$ cat src/rtl/cv32e40p_if_id_queue_pkg.sv
// Shared types and constants for the IF-to-ID instruction queue.
// Optional feature macro used by this slice: CV32E40P_IF_QUEUE_PERF_EN.
package cv32e40p_pkg;

   // Largest supported queue depth.
   localparam int IF_QUEUE_MAX_DEPTH = 8;

   // One queued instruction as handed from IF to ID.
   typedef struct packed {
      logic [31:0] instr;
      logic [31:0] pc;
      logic        compressed;
      logic        illegal_c;
   } if_id_entry_t;

   // Pointer width for a given depth; depth 1 still needs a one-bit pointer.
   function automatic int ptr_width(input int depth);
      return (depth > 1) ? $clog2(depth) : 1;
   endfunction

endpackage

$ cat src/rtl/cv32e40p_if_id_queue_if.sv
// Handshake/bus bundle between the IF stage, the queue and the ID stage.
// With CV32E40P_IF_QUEUE_PERF_EN defined the bundle also carries the
// starvation and full-stall counters.
interface cv32e40p_if_id_queue_if #(
   parameter int DEPTH = 2
);
   localparam int CNT_W = $clog2(DEPTH + 1);

   // IF side
   logic             fetch_valid_i;
   logic [31:0]      instr_decompressed_i;
   logic             instr_compressed_i;
   logic             illegal_c_insn_i;
   logic [31:0]      pc_if_i;
   logic             fetch_failed_i;
   logic             halt_if_i;
   logic             clear_instr_valid_i;
   logic             if_ready_o;
   logic             if_valid_o;

   // ID side
   logic             id_ready_i;
   logic             instr_valid_id_o;
   logic [31:0]      instr_rdata_id_o;
   logic [31:0]      pc_id_o;
   logic             is_compressed_id_o;
   logic             illegal_c_insn_id_o;
   logic             is_fetch_failed_o;
   logic [CNT_W-1:0] count_o;

`ifdef CV32E40P_IF_QUEUE_PERF_EN
   logic [31:0]      starve_cnt_o;
   logic [31:0]      full_cnt_o;
`endif

   // Queue side of the bundle
   modport slave (
`ifdef CV32E40P_IF_QUEUE_PERF_EN
      output starve_cnt_o,
      output full_cnt_o,
`endif
      input  fetch_valid_i,
      input  instr_decompressed_i,
      input  instr_compressed_i,
      input  illegal_c_insn_i,
      input  pc_if_i,
      input  fetch_failed_i,
      input  halt_if_i,
      input  clear_instr_valid_i,
      input  id_ready_i,
      output if_ready_o,
      output if_valid_o,
      output instr_valid_id_o,
      output instr_rdata_id_o,
      output pc_id_o,
      output is_compressed_id_o,
      output illegal_c_insn_id_o,
      output is_fetch_failed_o,
      output count_o
   );

   // Pipeline (IF/ID/controller) side of the bundle
   modport master (
`ifdef CV32E40P_IF_QUEUE_PERF_EN
      input  starve_cnt_o,
      input  full_cnt_o,
`endif
      output fetch_valid_i,
      output instr_decompressed_i,
      output instr_compressed_i,
      output illegal_c_insn_i,
      output pc_if_i,
      output fetch_failed_i,
      output halt_if_i,
      output clear_instr_valid_i,
      output id_ready_i,
      input  if_ready_o,
      input  if_valid_o,
      input  instr_valid_id_o,
      input  instr_rdata_id_o,
      input  pc_id_o,
      input  is_compressed_id_o,
      input  illegal_c_insn_id_o,
      input  is_fetch_failed_o,
      input  count_o
   );

endinterface

$ cat src/rtl/cv32e40p_if_id_queue_perf_cnt.sv
// Saturating performance counters for the IF-to-ID queue.
// Only exists when CV32E40P_IF_QUEUE_PERF_EN is defined.
`ifdef CV32E40P_IF_QUEUE_PERF_EN
module cv32e40p_if_id_perf_cnt (
   input  logic        clk,
   input  logic        rst_n,
   input  logic        starve_inc,
   input  logic        full_inc,
   output logic [31:0] starve_cnt_o,
   output logic [31:0] full_cnt_o
);
   logic [1:0] inc;

   assign inc = {full_inc, starve_inc};

   for (genvar gi = 0; gi < 2; gi++) begin : g_cnt
      logic [31:0] cnt_reg;

      // count events, holding at all-ones instead of wrapping
      always_ff @(posedge clk or negedge rst_n) begin
         if (!rst_n) begin
            cnt_reg <= '0;
         end else if (inc[gi] && (cnt_reg != 32'hFFFF_FFFF)) begin
            cnt_reg <= cnt_reg + 32'd1;
         end
      end
   end

   assign starve_cnt_o = g_cnt[0].cnt_reg;
   assign full_cnt_o   = g_cnt[1].cnt_reg;

endmodule
`endif

$ cat src/rtl/cv32e40p_if_id_queue.sv
// IF-to-ID instruction queue: a DEPTH-entry circular buffer replacing the
// single IF/ID pipeline register. Head outputs come straight from the slot
// at the read pointer, so an entry is visible the cycle after its push.
// Optional: CV32E40P_IF_QUEUE_PERF_EN adds starvation/full-stall counters.
module cv32e40p_if_id_queue
   import cv32e40p_pkg::*;
#(
   parameter int DEPTH = 2   // 1..IF_QUEUE_MAX_DEPTH
) (
   input logic                   clk,
   input logic                   rst_n,
   cv32e40p_if_id_queue_if.slave bus
);
   localparam int               PTR_W    = ptr_width(DEPTH);
   localparam int               CNT_W    = $clog2(DEPTH + 1);
   localparam logic [PTR_W-1:0] LAST_PTR = PTR_W'(DEPTH - 1);
   localparam logic [CNT_W-1:0] FULL_CNT = CNT_W'(DEPTH);

   logic [PTR_W-1:0] rd_ptr_reg, rd_ptr_next;
   logic [PTR_W-1:0] wr_ptr_reg, wr_ptr_next;
   logic [CNT_W-1:0] count_reg, count_next;
   logic             fetch_failed_reg, fetch_failed_next;

   logic             instr_valid;
   logic             pop;
   logic             ready;
   logic             push;
   if_id_entry_t     new_entry;
   if_id_entry_t     head;
   if_id_entry_t     slots [DEPTH];

   // Handshake: a pop frees its slot in the same cycle, so a full queue can
   // still accept a push while the head is being consumed.
   assign instr_valid = (count_reg != '0);
   assign pop         = instr_valid & bus.id_ready_i;
   assign ready       = (count_reg < FULL_CNT) | pop;
   assign push        = bus.fetch_valid_i & ~bus.halt_if_i
                      & ~bus.clear_instr_valid_i & ready;

   assign new_entry = '{instr:      bus.instr_decompressed_i,
                        pc:         bus.pc_if_i,
                        compressed: bus.instr_compressed_i,
                        illegal_c:  bus.illegal_c_insn_i};

   // Storage: one register per slot, written only when it is the push target.
   for (genvar gi = 0; gi < DEPTH; gi++) begin : g_slot
      if_id_entry_t slot_reg;

      // capture the pushed instruction into this slot
      always_ff @(posedge clk or negedge rst_n) begin
         if (!rst_n) begin
            slot_reg <= '0;
         end else if (push && (wr_ptr_reg == PTR_W'(gi))) begin
            slot_reg <= new_entry;
         end
      end

      assign slots[gi] = slot_reg;
   end

   assign head = slots[rd_ptr_reg];

   // Next-state for pointers, occupancy and the sticky fetch-failed flag;
   // a flush overrides any push or pop in the same cycle.
   always_comb begin
      rd_ptr_next       = rd_ptr_reg;
      wr_ptr_next       = wr_ptr_reg;
      count_next        = count_reg;
      fetch_failed_next = fetch_failed_reg;

      if (bus.clear_instr_valid_i) begin
         rd_ptr_next       = '0;
         wr_ptr_next       = '0;
         count_next        = '0;
         fetch_failed_next = bus.fetch_failed_i;
      end else begin
         if (push) begin
            wr_ptr_next       = (wr_ptr_reg == LAST_PTR) ? '0 : wr_ptr_reg + PTR_W'(1);
            fetch_failed_next = 1'b0;
         end
         if (pop) begin
            rd_ptr_next = (rd_ptr_reg == LAST_PTR) ? '0 : rd_ptr_reg + PTR_W'(1);
         end
         if (push && !pop) begin
            count_next = count_reg + CNT_W'(1);
         end else if (pop && !push) begin
            count_next = count_reg - CNT_W'(1);
         end
      end
   end

   // Queue control state registers
   always_ff @(posedge clk or negedge rst_n) begin
      if (!rst_n) begin
         rd_ptr_reg       <= '0;
         wr_ptr_reg       <= '0;
         count_reg        <= '0;
         fetch_failed_reg <= 1'b0;
      end else begin
         rd_ptr_reg       <= rd_ptr_next;
         wr_ptr_reg       <= wr_ptr_next;
         count_reg        <= count_next;
         fetch_failed_reg <= fetch_failed_next;
      end
   end

   assign bus.if_ready_o          = ready;
   assign bus.if_valid_o          = push;
   assign bus.instr_valid_id_o    = instr_valid;
   assign bus.instr_rdata_id_o    = head.instr;
   assign bus.pc_id_o             = head.pc;
   assign bus.is_compressed_id_o  = head.compressed;
   assign bus.illegal_c_insn_id_o = head.illegal_c;
   assign bus.is_fetch_failed_o   = fetch_failed_reg;
   assign bus.count_o             = count_reg;

`ifdef CV32E40P_IF_QUEUE_PERF_EN
   cv32e40p_if_id_perf_cnt i_perf_cnt (
      .clk          (clk),
      .rst_n        (rst_n),
      .starve_inc   (bus.id_ready_i & ~instr_valid),
      .full_inc     (bus.fetch_valid_i & ~ready),
      .starve_cnt_o (bus.starve_cnt_o),
      .full_cnt_o   (bus.full_cnt_o)
   );
`endif

endmodule

$ cat src/flat_wrapper.sv
// flat-port wrapper written by rule: the top's interface ports become plain ports
module cv32e40p_if_id_queue_flat import cv32e40p_pkg::*;
#(
   parameter int DEPTH = 2                           
)
  (clk, rst_n, bus_fetch_valid_i, bus_instr_decompressed_i, bus_instr_compressed_i, bus_illegal_c_insn_i, bus_pc_if_i, bus_fetch_failed_i, bus_halt_if_i, bus_clear_instr_valid_i, bus_id_ready_i, bus_if_ready_o, bus_if_valid_o, bus_instr_valid_id_o, bus_instr_rdata_id_o, bus_pc_id_o, bus_is_compressed_id_o, bus_illegal_c_insn_id_o, bus_is_fetch_failed_o, bus_count_o);
  cv32e40p_if_id_queue_if #(.DEPTH(DEPTH)) bus_i ();
  input logic clk;
  input logic rst_n;
  input wire logic [$bits(bus_i.fetch_valid_i)-1:0] bus_fetch_valid_i;
  input wire logic [$bits(bus_i.instr_decompressed_i)-1:0] bus_instr_decompressed_i;
  input wire logic [$bits(bus_i.instr_compressed_i)-1:0] bus_instr_compressed_i;
  input wire logic [$bits(bus_i.illegal_c_insn_i)-1:0] bus_illegal_c_insn_i;
  input wire logic [$bits(bus_i.pc_if_i)-1:0] bus_pc_if_i;
  input wire logic [$bits(bus_i.fetch_failed_i)-1:0] bus_fetch_failed_i;
  input wire logic [$bits(bus_i.halt_if_i)-1:0] bus_halt_if_i;
  input wire logic [$bits(bus_i.clear_instr_valid_i)-1:0] bus_clear_instr_valid_i;
  input wire logic [$bits(bus_i.id_ready_i)-1:0] bus_id_ready_i;
  output wire logic [$bits(bus_i.if_ready_o)-1:0] bus_if_ready_o;
  output wire logic [$bits(bus_i.if_valid_o)-1:0] bus_if_valid_o;
  output wire logic [$bits(bus_i.instr_valid_id_o)-1:0] bus_instr_valid_id_o;
  output wire logic [$bits(bus_i.instr_rdata_id_o)-1:0] bus_instr_rdata_id_o;
  output wire logic [$bits(bus_i.pc_id_o)-1:0] bus_pc_id_o;
  output wire logic [$bits(bus_i.is_compressed_id_o)-1:0] bus_is_compressed_id_o;
  output wire logic [$bits(bus_i.illegal_c_insn_id_o)-1:0] bus_illegal_c_insn_id_o;
  output wire logic [$bits(bus_i.is_fetch_failed_o)-1:0] bus_is_fetch_failed_o;
  output wire logic [$bits(bus_i.count_o)-1:0] bus_count_o;
  assign bus_i.fetch_valid_i = bus_fetch_valid_i;
  assign bus_i.instr_decompressed_i = bus_instr_decompressed_i;
  assign bus_i.instr_compressed_i = bus_instr_compressed_i;
  assign bus_i.illegal_c_insn_i = bus_illegal_c_insn_i;
  assign bus_i.pc_if_i = bus_pc_if_i;
  assign bus_i.fetch_failed_i = bus_fetch_failed_i;
  assign bus_i.halt_if_i = bus_halt_if_i;
  assign bus_i.clear_instr_valid_i = bus_clear_instr_valid_i;
  assign bus_i.id_ready_i = bus_id_ready_i;
  assign bus_if_ready_o = bus_i.if_ready_o;
  assign bus_if_valid_o = bus_i.if_valid_o;
  assign bus_instr_valid_id_o = bus_i.instr_valid_id_o;
  assign bus_instr_rdata_id_o = bus_i.instr_rdata_id_o;
  assign bus_pc_id_o = bus_i.pc_id_o;
  assign bus_is_compressed_id_o = bus_i.is_compressed_id_o;
  assign bus_illegal_c_insn_id_o = bus_i.illegal_c_insn_id_o;
  assign bus_is_fetch_failed_o = bus_i.is_fetch_failed_o;
  assign bus_count_o = bus_i.count_o;
  cv32e40p_if_id_queue #(.DEPTH(DEPTH)) u_core (.clk(clk), .rst_n(rst_n), .bus(bus_i));
endmodule
$ cat config.mk
export PLATFORM = sky130hd
export DESIGN_NAME = cv32e40p_if_id_queue_flat
export DESIGN_NICKNAME = d
export VERILOG_FILES = /design/src/rtl/cv32e40p_if_id_queue_pkg.sv /design/src/rtl/cv32e40p_if_id_queue_if.sv /design/src/rtl/cv32e40p_if_id_queue_perf_cnt.sv /design/src/rtl/cv32e40p_if_id_queue.sv /design/src/flat_wrapper.sv
export SDC_FILE = /design/constraint.sdc
export NUM_CORES = 1
export LEC_CHECK = 0
export BUFFER_PORTS_ARGS = -buffer_cell sky130_fd_sc_hd__buf_2
export CAP_MARGIN = 40
export CORE_UTILIZATION = 60
export CTS_BUF_LIST = sky130_fd_sc_hd__clkbuf_8
export DETAILED_ROUTE_END_ITERATION = 8
export PLACE_DENSITY = 0.87
export SETUP_SLACK_MARGIN = 0.3
export SYNTH_ARGS = -nofsm -noshare
export SYNTH_HDL_FRONTEND = slang
export SYNTH_HIERARCHICAL = 1
export SYNTH_SLANG_ARGS = --single-unit
$ cat constraint.sdc
create_clock -name clk -period 4.4 [get_ports clk]
set_clock_uncertainty 0.15 [all_clocks]
set_input_delay 0.88 -clock clk [delete_from_list [all_inputs] [get_ports clk]]
set_output_delay 0.88 -clock clk [all_outputs]
set_load 0.01 [all_outputs]
After elaboration in Yosys (flattened, before gate mapping)
Cells that the tools add are included.
{ "totals": {"register_bits": 137, "input_bits": 73, "output_inout_bits": 72, "wordCells": 51} }
{ "classes": {"addsub": 4, "n_lt_le_gt_ge": 2, "mux": 14, "n_bitwise": 9, "n_reduce_logical": 10} }
{ "op_table": {"columns": ["op", "n"], "rows": [
  ["two-way mux 66 bit", 3],
  ["two-way mux 1 bit", 8],
  ["two-way mux 2 bit", 3],
  ["nonzero test 2 bit", 3],
  ["AND 1 bit", 4],
  ["logical AND 1 bit", 4],
  ["NOT 1 bit", 3],
  ["nonzero test 3 bit", 1],
  ["adder 1 bit (second input constant)", 2],
  ["adder 2 x 1 -> 2 bit (second input constant)", 1],
  [">= comparator 2 bit (second input constant)", 1],
  ["zero test 1 bit", 2],
  ["< comparator 2 bit (second input constant)", 1],
  ["NOT 1 -> 2 bit", 1],
  ["subtractor 2 x 1 -> 2 bit (second input constant)", 1],
  ["OR 1 bit", 1]
]} }

Logic depth before layout (Yosys ltp)
Gate-level depths: netlist of run 1.
{ "depth": {"ltp_word": 9, "mapped_depth": 5, "depth_no_buf": 3} }

Worst setup path after synthesis of run 1
Ideal clock, no wire load.
{ "synth_timing": {"path_type": "input-to-output", "start": "in bus_halt_if_i", "end": "out bus_if_valid_o", "t_arrival_ps": 1379, "required_time_ps": 3370, "setup_slack_ps": 1991, "path_stages": 2, "path_buffers": 0, "cell_sequence": "and2b_2 -> and3_1"} }
{ "synth_via": {"elab_chain_cells": 4} }
{ "synth_rtl": {"columns": ["item", "line", "text"], "rows": [
  ["start: declaration", "flat_wrapper.sv:16", "input wire logic [$bits(bus_i.halt_if_i)-1:0] bus_halt_if_i;"],
  ["NOT 1 bit", "cv32e40p_if_id_queue.sv:37", "assign push = bus.fetch_valid_i & ~bus.halt_if_i"],
  ["AND 1 bit", "cv32e40p_if_id_queue.sv:37", null],
  ["AND 1 bit (2 in series)", "cv32e40p_if_id_queue.sv:38", "& ~bus.clear_instr_valid_i & ready;"],
  ["end: declaration", "flat_wrapper.sv:20", "output wire logic [$bits(bus_i.if_valid_o)-1:0] bus_if_valid_o;"]
]} }
Every way passes these cells.

Worst setup path in the final report of run 1
{ "layout_timing": {"start": "reg u_core.rd_ptr_reg", "end": "out bus_pc_id_o[17]"} }
{ "layout_via": {"elab_chain_cells": 4} }
{ "layout_rtl": {"columns": ["item", "line", "text"], "rows": [
  ["start: declaration", "cv32e40p_if_id_queue.sv:19", "logic [PTR_W-1:0] rd_ptr_reg, rd_ptr_next;"],
  ["start signal: assignment", "cv32e40p_if_id_queue.sv:100", "rd_ptr_reg <= rd_ptr_next;"],
  ["NOT 1 -> 2 bit (not written as such)", "cv32e40p_if_id_queue.sv:61", "assign head = slots[rd_ptr_reg];"],
  ["two-way mux 66 bit (not written as such) (3 in series)", "cv32e40p_if_id_queue.sv:61", null],
  ["end: declaration", "flat_wrapper.sv:23", "output wire logic [$bits(bus_i.pc_id_o)-1:0] bus_pc_id_o;"]
]} }
Every way passes these cells. The select of a mux whose other input is x is not followed.

==> results.md, run 1 <==
- Largest net degree at the start of global routing: 75
- Critical Path Slowest Stage Cell: dfrtp_2
- Initial antenna violation count: 0
- Maximum clock rate: 0.316 GHz
- Int Pwr: 2.80 mW
- Unrepaired setup endpoints after global routing: false
- CTS tree: yes
- CP required: 3370 ps
- Layout cell share with drive strength beyond 1: 71.3%
- Vias per cell: 5.38
- I/O pin count: 145
- Status: completed
- Cell Pwr Density: 505 nW/um^2
- Initial Util: 62.8%
- Critical-path cell list: buf_12 > mux2_2 > buf_2
- H-tree depth: 4
- Fillers: 641
- R2R setup slack: 2300 ps
- Distinct cells, synth: 23
- Synth top area share: 54.8%
- Residual DRC: 0
- Max cap viols: 0
- Ys flop type: dfrtp_1
- Routed via count: 3628
- Clock transition at the registers of the reported paths: 70 ps
- Slew Limit Fails: 0
- Period utilisation layout: 71.9%
- Switching Share: 26.2%
- Period minus WS final: 3160 ps
- Post-synth EDFFs: 0
- Final Setup Violations: 0
- Yosys top cell by area: dfrtp_1
- Post-CTS setup buffer count: 0
- Hold buffer count at cts: 0
- WL met2: 6.10 mm
- Post-synth top cells: dfrtp_1, mux2_2, mux2_4, buf_2, buf_6
- FF+latch count, synth: 137
- Sink Count: 137
- Max_slew headroom: 46.6%
- Total gr overflow: 0
- Final core utilization: 75.6%
- WP data arrival: 2130 ps
- Final Hold Viols: 0
- Crit path largest cell delay: 800 ps
- YS warnings: 6
- Pwr Total: 3.80 mW
- Leakage dissipation: 3.79 nW
- Top delay family on crit path: flip-flops
- DIE WIDTH: 104 um
- Die ar.: 10800 sq um
- Sw power: 0.997 mW
- Clock root buffer: clkbuf_8
- First-pass GRT wire length: 20.8 mm
- Top-count cell post-synth: dfrtp_1
- Final wirelength: 12.6 mm
- CTS resizes: 0
- Bufs and invs on worst path: 2
- Final WS setup: 1240 ps
- Combinational Power Share: 24.8%
- Die Height: 104 um
- Crit path max fanout: 41
- Gpl congestion: 0.799
- Vias in the first global route: 3988
- Cells after Synth: 381
- Synthesized area: 6250 sq um
- Pre-CTS setup slack: 1690 ps
- Worst-Skew Late Latency: 420 ps
- Number of iterations in the first detailed-routing pass: 4
- Worst vdd rail ir drop: 0.258 mV
- Wire length on met3: 756 um
- Post-DRT Antenna Nets: 0
- WL/cell: 18.7 um
- Worst Tran Pin Value: 801 ps
- Sequential share of the synthesized area: 54.8%
- Top cells by area, synth: dfrtp_1, mux2_2, mux2_4
- Antenna fix cells: 0
- CTS Buffer Depth: 2
- Post-Place Cells: 642
- Avg Cell Area, Syn: 16.4 sq um
- Seq pwr share: 45.9%
- Crit end category: primary output
- DR iter-0 viols: 117
- Startpoint types: flop
- Clock power share: 29.2%
- Total GRT Usage: 24.7%
- Worst hold path type: reg2reg
- Synth async-reset ratio: 100%
- Nets: 601
- Final Non-Filler Cells: 674
- CTS buffer count: 17
- Syn Nets: 454
- TNS Setup: 0 ps
- Port Buf Inserts: 144
- Routed metal-1 wire length: 5.58 mm
- Area grow syn2layout: 20.4%
- Top sig layer: met4
- Largest register FFs: 132
- Std-Cell Rows: 36
- WS Path Type: reg2out
- Hpwl dp: 8.13 mm
- CORE AREA: 9950 sq um
-- kinds of logic after synthesis --
group | Yosys count | synth area share [%]
flip-flops | 137 | 54.8
buffers and inverters | 23 | 2.64
AND/OR/NAND/NOR | 13 | 1.70
AO/OA/AOI/OAI | 8 | 0.740
multiplexers | 199 | 40.0
XOR/XNOR | 1 | 0.140
-- power groups by stage --
stage	Combinational [mW]	Sequential [mW]	Clock, mW
finish	0.943	1.75	1.11
global route	1.02	1.78	1.19
CTS	0.953	1.74	1.13
detailed placement	0.940	1.76	0
global placement	0.911	1.73	0
floorplan	0.669	1.70	0
-- routing by layer --
| layer | vias up | GRT usage [%] |
|---|---|---|
| li1 | 1661 | - |
| met1 | 1833 | 33.2 |
| met2 | 119 | 38.0 |
| met3 | 15 | 7.33 |
| met4 | 0 | 9.80 |
| met5 | - | 0 |
-- layout by cell type (no fill, tap or decap) --
cell        instances
nand4_4             1
o21ai_0             5
or4b_2              1
nand2_1             4
clkinv_4            2
xor2_1              1
clkinv_2            4
inv_1               3
clkbuf_8           19
bufinv_16           4
dfrtp_1           136
dfrtp_2             1
nor2_1              1
buf_4               2
and3_1              1
nand4b_4            1
o31ai_1             1
buf_12              3
a21oi_1             1
nand2b_4            1
nor2b_1             1
buf_16              1
and2b_2             1
clkinvlp_4          2
o2111ai_1           1
or2_2               1
buf_2             143
mux2_2            130
mux2_4             69
-- stage by stage --
stage / area, sq um / hold slack [ps]
after detailed placement: 7090 / 338
after floorplan: 6250 / 324
after global placement: 7060 / 333
after CTS: 7530 / 356
final: 7530 / 354
after global routing: 7530 / 364
-- area by class of cell --
cell class / instances / area, sq um / area share, %
flip-flops and latches: 137 / 3430 / 45.5
well taps: 133 / 166 / 2.21
clock buffers: 19 / 262 / 3.47
inverters: 2 / 7.51 / 0.0997
repair buffers: 149 / 818 / 10.9
clock inverters: 13 / 176 / 2.34
multi-input cells: 221 / 2670 / 35.5
-- path summary, 6_finish.rpt --
path,endpoint,depth (start not counted),start
max reg2reg,u_core/g_slot[1].slot_reg[0],5,u_core/bus.count_o[1]
min,u_core/g_slot[0].slot_reg[10],1,u_core/g_slot[0].slot_reg[10]
min reg2reg,u_core/g_slot[0].slot_reg[10],1,u_core/g_slot[0].slot_reg[10]
max,bus_pc_id_o[17],3,u_core/rd_ptr_reg
max in group asynchronous,u_core/g_slot[1].slot_reg[25],2,rst_n
min in group asynchronous,u_core/g_slot[0].slot_reg[58],1,rst_n
Power figures use the tool's default switching activity.
==> run 2, diff against run 1 <==
CORE_UTILIZATION = 56   (was 60)
PLACE_DENSITY = 0.82   (was 0.87)
clock period = 3.3 ns   (was 4.4 ns; I/O delays follow)
==> results.md, run 2 (synthesized netlist as in run 1, its figures left out) <==
- DR iter-0 viols: 177 (+51%)
- Crit path largest cell delay: 440 ps (-360 ps)
- Most common cell after layout, fill and taps aside: buf_2
- Antenna fix cells: 0 (unchanged)
- Status: completed
- GRT Max-Usage Layer: met2
- Final Setup Violations: 0 (unchanged)
- Worst Tran Pin Value: 614 ps (-187 ps)
- Largest net degree at the start of global routing: 72 (-4.0%)
- Hpwl dp: 7.99 mm (-1.7%)
- Worst-Skew Late Latency: 430 ps (about the same)
- Gpl congestion: 0.786 (-1.6%)
- CTS Buffer Depth: 2 (unchanged)
- Leakage dissipation: 3.80 nW (+0.51%)
- CTS tree: yes
- Nets: 609 (+1.3%)
- Period utilisation layout: 79.5%
- Reg area: 3430 sq um (unchanged)
- Fillers: 745 (+16%)
- CP required: 2490 ps (-880 ps)
- GR Layer Usage met3: 6.42% (-0.91 points)
- CTS resizes: 0 (unchanged)
- Area of the multi-input gates: 2670 sq um (unchanged)
- Initial Util: 57.7% (-5.1 points)
- Most frequent cells in the layout: buf_2, dfrtp_1, mux2_2
- Initial antenna violation count: 0 (unchanged)
- Max cap viols: 0 (unchanged)
- Clock transition at the registers of the reported paths: 70 ps (about the same)
- TNS Setup: 0 ps (unchanged)
- Residual DRC: 0 (unchanged)
- Bufs and invs on worst path: 2 (unchanged)
- Layout cell share with drive strength beyond 1: 70.8% (-0.55 points)
- Largest register FFs: 132 (unchanged)
- WS Path Type: reg2out
- Critical-path cell list: buf_4 > mux2_2 > buf_2
- CORE AREA: 10800 sq um (+8.9%)
- Worst vdd rail ir drop: 0.342 mV (+32%)
- Slew Limit Fails: 0 (unchanged)
- Final Hold Viols: 0 (unchanged)
- Unrepaired setup endpoints after global routing: false
- Vias in the first global route: 3920 (-1.7%)
- Clock root buffer: clkbuf_8
- Crit end category: primary output
- Crit path max fanout: 38 (-7.3%)
- Pre-CTS setup slack: 731 ps (-964 ps)
- WP data arrival: 1810 ps (-320 ps)
- Port Buf Inserts: 144 (unchanged)
- H-tree depth: 4 (unchanged)
- Max_slew headroom: 59.1% (+12 points)
- WL/cell: 17.1 um (-8.6%)
- Cell Pwr Density: 642 nW/um^2 (+27%)
- Post-CTS setup buffer count: 0 (unchanged)
- Startpoint types: flop
- Worst hold path type: in2reg
- Die Height: 108 um (+3.4%)
- Met2 usage: 35.6% (-2.4 points)
- Post-DRT Antenna Nets: 0 (unchanged)
- Top delay family on crit path: buffers and inverters
- Std-Cell Rows: 38 (+5.6%)
- Hold buffer count at cts: 1 (+1)
- Total GRT Usage: 22.1% (-2.6 points)
- Total gr overflow: 0 (unchanged)
- Vias per cell: 5.25 (-2.5%)
- DIE WIDTH: 108 um (+3.4%)
- Routed via count: 3610 (-0.50%)
- CTS buffer count: 17 (unchanged)
- M1 GR Usage: 27.7% (-5.4 points)
- First-pass GRT wire length: 19.4 mm (-6.8%)
- Number of iterations in the first detailed-routing pass: 4 (unchanged)
- I/O pin count: 145 (unchanged)
- Final core utilization: 69.3% (-6.3 points)
- Area grow syn2layout: 20.1%
- Final wirelength: 11.8 mm (-6.7%)
- Sink Count: 137 (unchanged)
- Die ar.: 11600 sq um (+7.0%)
- Critical Path Slowest Stage Cell: buf_4
- Maximum clock rate: 0.381 GHz
- Period minus WS final: 2620 ps
- Final WS setup: 675 ps (-561 ps)
[run 2: cell count changes in the layout (fill, tap and decap cells not counted), sizes merged, moves of 2 or more]
cell	delta
clkinv	-6
buf	+7
clkinvlp	-2
inv	+4
clkbuf	+7
bufinv	-4
[run 2: worst paths after layout]
kind / depth (start not counted) / startpoint / slack, ps / to
hold reg to reg: 1 / u_core/g_slot[0].slot_reg[15] / 350 / u_core/g_slot[0].slot_reg[15]
min in group asynchronous: 2 / rst_n / 440 / u_core/g_slot[1].slot_reg[35]
setup reg to reg: 4 / u_core/bus.count_o[1] / 1220 / u_core/g_slot[0].slot_reg[64]
max in group asynchronous: 4 / rst_n / 1710 / u_core/g_slot[1].slot_reg[10]
setup / recovery: 3 / u_core/rd_ptr_reg / 680 / bus_is_compressed_id_o
hold / removal: 3 / bus_fetch_failed_i / 290 / u_core/bus.is_fetch_failed_o
[run 2: worst register-to-register path: stages, from the launching register on]
cell      delay, ps
dfrtp_1         470
nand2b_4        150
nand4b_4        450
buf_12          410
mux2_4          340
[run 2: final cells by class]
type / count / share of cell area, %
clock buffer: 26 / 4.76
clock inverter: 5 / 0.250
inverter: 2 / 0.0999
multi-input combinational: 221 / 35.5
sequential: 137 / 45.6
tap: 140 / 2.33
timing repair buffer: 157 / 11.4
[run 2: stage by stage]
step | instances | total power, mW | cell area (sq um) | hold slack, ps
3_5_place_dp | 656 | 3.60 | 7130 | 340
4_1_cts | 688 | 4.88 | 7510 | 247
6_report | 688 | 4.83 | 7510 | 290
5_1_grt | 688 | 5.09 | 7510 | 283
2_1_floorplan | 381 | 3.15 | 6250 | 214
3_3_place_gp | 655 | 3.52 | 7100 | 331
[run 2: power by group]
part | leakage (nW) | internal [mW] | switching, mW
combinational | 1.92 | 0.788 | 0.464
clock | 0.214 | 0.685 | 0.577
sequential | 1.68 | 2.10 | 0.214
total | 3.80 | 3.57 | 1.26
[run 2: metal layers]
metal  vias up  routed length, um
met4         0                233
met2        85               5920
li1       1682                  -
met5         -                  0
met3        18                581
met1      1825               5050
==> run 3, diff against run 2 <==
ABC_AREA = 1   (was not set)
PLACE_DENSITY = 0.81   (was 0.82)
clock period = 2.6 ns   (was 3.3 ns; I/O delays follow)
==> results.md, run 3 <==
- FF+latch count, synth: 137 (unchanged)
- Final Hold Viols: 0 (unchanged)
- Worst Tran Pin Value: 489 ps (-125 ps)
- Std-Cell Rows: 38 (unchanged)
- Leakage dissipation: 3.86 nW (+1.4%)
- Clock power share: 21.7% (-4.5 points)
- Period minus WS final: 2260 ps
- Synth top area share: 53.0% (-1.8 points)
- Worst vdd rail ir drop: 0.748 mV (+120%)
- Final Non-Filler Cells: 1035 (+50%)
- Worst-Skew Late Latency: 430 ps (about the same)
- Maximum clock rate: 0.443 GHz
- Slew Limit Fails: 0 (unchanged)
- Pwr Total: 7.91 mW (+64%)
- Period utilisation layout: 86.9%
- Largest register FFs: 132 (unchanged)
- Sw power: 2.87 mW (+130%)
- Initial Util: 58.6% (+0.94 points)
- Worst hold path type: in2reg
- Seq pwr share: 42.7% (-5.2 points)
- Worst Reg2Reg Path Length in Cells: 7 (+3)
- CTS tree: yes
- CTS buffer count: 17 (unchanged)
- WS Path Type: reg2out
- R2R setup slack: 710 ps (-510 ps)
- Area grow syn2layout: 17.9%
- Antenna fix cells: 0 (unchanged)
- Max cap viols: 0 (unchanged)
- Final wirelength: 14.5 mm (+23%)
- Most common cell after layout, fill and taps aside: nand2_1
- DIE WIDTH: 109 um (+1.7%)
- Residual DRC: 0 (unchanged)
- Critical-path cell list: o21ai_4 > nand2_2 > nand2_8 > inv_1 > buf_2
- Post-Place Cells: 1002 (+53%)
- Hold Crit Depth: 3 (unchanged)
- Final Setup Violations: 0 (unchanged)
- Vias in the first global route: 5323 (+36%)
- Cell Pwr Density: 1040 nW/um^2 (+62%)
- Sequential share of the synthesized area: 53.0% (-1.8 points)
- Yosys top cell by area: dfrtp_1
- Max_slew headroom: 67.4% (+8.3 points)
- Hpwl dp: 9.31 mm (+17%)
- Reg2reg end: u_core/g_slot[0].slot_reg[10]
- Post-DRT Antenna Nets: 0 (unchanged)
- Crit end category: primary output
- WL/cell: 14.0 um (-18%)
- CP Capture Point: bus_if_valid_o
- Cells after Synth: 754 (+98%)
- CTS Buffer Depth: 2 (unchanged)
- Largest net degree at the start of global routing: 85 (+18%)
- Switching Share: 36.3% (+10 points)
- Post-synth EDFFs: 0 (unchanged)
- DR iter-0 viols: 348 (+97%)
- Status: completed
- CP required: 1930 ps (-560 ps)
- Post-CTS setup buffer count: 0 (unchanged)
- Crit path max fanout: 18 (-53%)
- Nets: 955 (+57%)
- Routed via count: 5410 (+50%)
- Gpl congestion: 0.746 (-5.1%)
- Distinct cells, synth: 22 (-4.3%)
- CORE AREA: 11000 sq um (+1.8%)
- Top cells by area, synth: dfrtp_1, nand2_1, o21ai_0
- Most frequent cells in the layout: nand2_1, buf_2, dfrtp_1
- Initial antenna violation count: 0 (unchanged)
- TNS Setup: 0 ps (unchanged)
- Die ar.: 12000 sq um (+3.4%)
- Total GRT Usage: 26.1% (+4.0 points)
- Avg Cell Area, Syn: 8.58 sq um (-48%)
- Int Pwr: 5.04 mW (+41%)
- Top-count cell post-synth: nand2_1
- CP startpoint: u_core/bus.count_o[0]
- Ys flop type: dfrtp_1
- Total gr overflow: 0 (unchanged)
- Vias per cell: 5.23 (-0.38%)
- Syn Nets: 827 (+82%)
- I/O pin count: 145 (unchanged)
- First-pass GRT wire length: 24.0 mm (+24%)
- Synth async-reset ratio: 100% (unchanged)
- FF-to-FF Start: u_core/bus.count_o[1]
- Die Height: 109 um (+1.7%)
- Startpoint types: flop
- Unrepaired setup endpoints after global routing: true
- Clock root buffer: clkbuf_8
- Synthesized area: 6470 sq um (+3.4%)
- Clock transition at the registers of the reported paths: 70 ps (about the same)
- H-tree depth: 4 (unchanged)
- Sink Count: 137 (unchanged)
- Critical Path Slowest Stage Cell: dfrtp_2
- Post-synth top cells: nand2_1, dfrtp_1, o21ai_0, inv_1, o21ai_2
- WP data arrival: 1590 ps (-220 ps)
- Port Buf Inserts: 144 (unchanged)
- Number of iterations in the first detailed-routing pass: 5 (+1)
- Crit path largest cell delay: 460 ps (+20 ps)
- Layout cell share with drive strength beyond 1: 31.4% (-39 points)
- Combinational Power Share: 35.5% (+9.6 points)
- YS warnings: 6 (unchanged)
run 3: through the flow:
| step | cell area (sq um) | utilization (%) | hold slack, ps | setup slack [ps] |
|---|---|---|---|---|
| finish | 7630 | 69.1 | 141 | 342 |
| global route | 7630 | 69.1 | 134 | 244 |
| CTS | 7620 | 69.1 | 115 | 296 |
| detailed placement | 7210 | 65.3 | 250 | 470 |
| global placement | 7210 | 65.3 | 250 | 507 |
| floorplan | 6470 | - | 74.4 | 737 |
run 3: kinds of logic after synthesis:
kind of cell    share of synthesized area (%)
flops                                    53.0
compound gates                           18.7
simple gates                             18.8
buf+inv                                  9.36
xor+xnor                                0.135
run 3: timing repair:
action / CTS / global route
resized for setup: 5 / 11
pin swaps: 0 / 0
hold buffers: 1 / 0
hold endpoints to repair: 24 / 0
endpoints found under the setup margin: 5 / 11
run 3: worst max-delay path: cells and delay by family, from the launching register on:
family	cells	cell delay, ps
buffers and inverters	2	180
flip-flops	1	460
AND/OR/NAND/NOR	2	280
AO/OA/AOI/OAI	1	220
run 3: power by group through the flow:
stage	Combinational (mW)	Sequential [mW]	Clock, mW
2_1_floorplan	1.85	3.32	0
3_3_place_gp	2.71	3.38	0
3_5_place_dp	2.79	3.41	0
4_1_cts	2.83	3.38	1.75
5_1_grt	3.20	3.47	1.84
6_report	2.81	3.38	1.72
run 3: metal layers:
metal  vias up  share of wire (%)  track usage (%)
met2       143                 50             43.4
met5         -                  0                0
met3        18                5.2             5.28
met1      2624                 43             33.6
met4         0                1.6             10.7
li1       2625                  -                -
run 3: worst min path at each step:
stage | from | to | slack, ps
finish | bus_fetch_failed_i | u_core/bus.is_fetch_failed_o | 140
global route | bus_instr_decompressed_i[15] | u_core/g_slot[0].slot_reg[49] | 130
CTS | bus_fetch_failed_i | u_core/bus.is_fetch_failed_o | 120
detailed placement | rst_n | u_core/g_slot[1].slot_reg[28] | 250
global placement | rst_n | u_core/g_slot[1].slot_reg[26] | 250
floorplan | rst_n | u_core/bus.count_o[0] | 70
run 3: final cells by class:
class,instances,area [sq um]
Inverter,74,278
Fill cell,905,3400
Multi-Input combinational cell,494,2440
Sequential cell,137,3430
Clock buffer,20,275
Timing Repair Buffer,158,897
Tap cell,140,175
Clock inverter,12,124
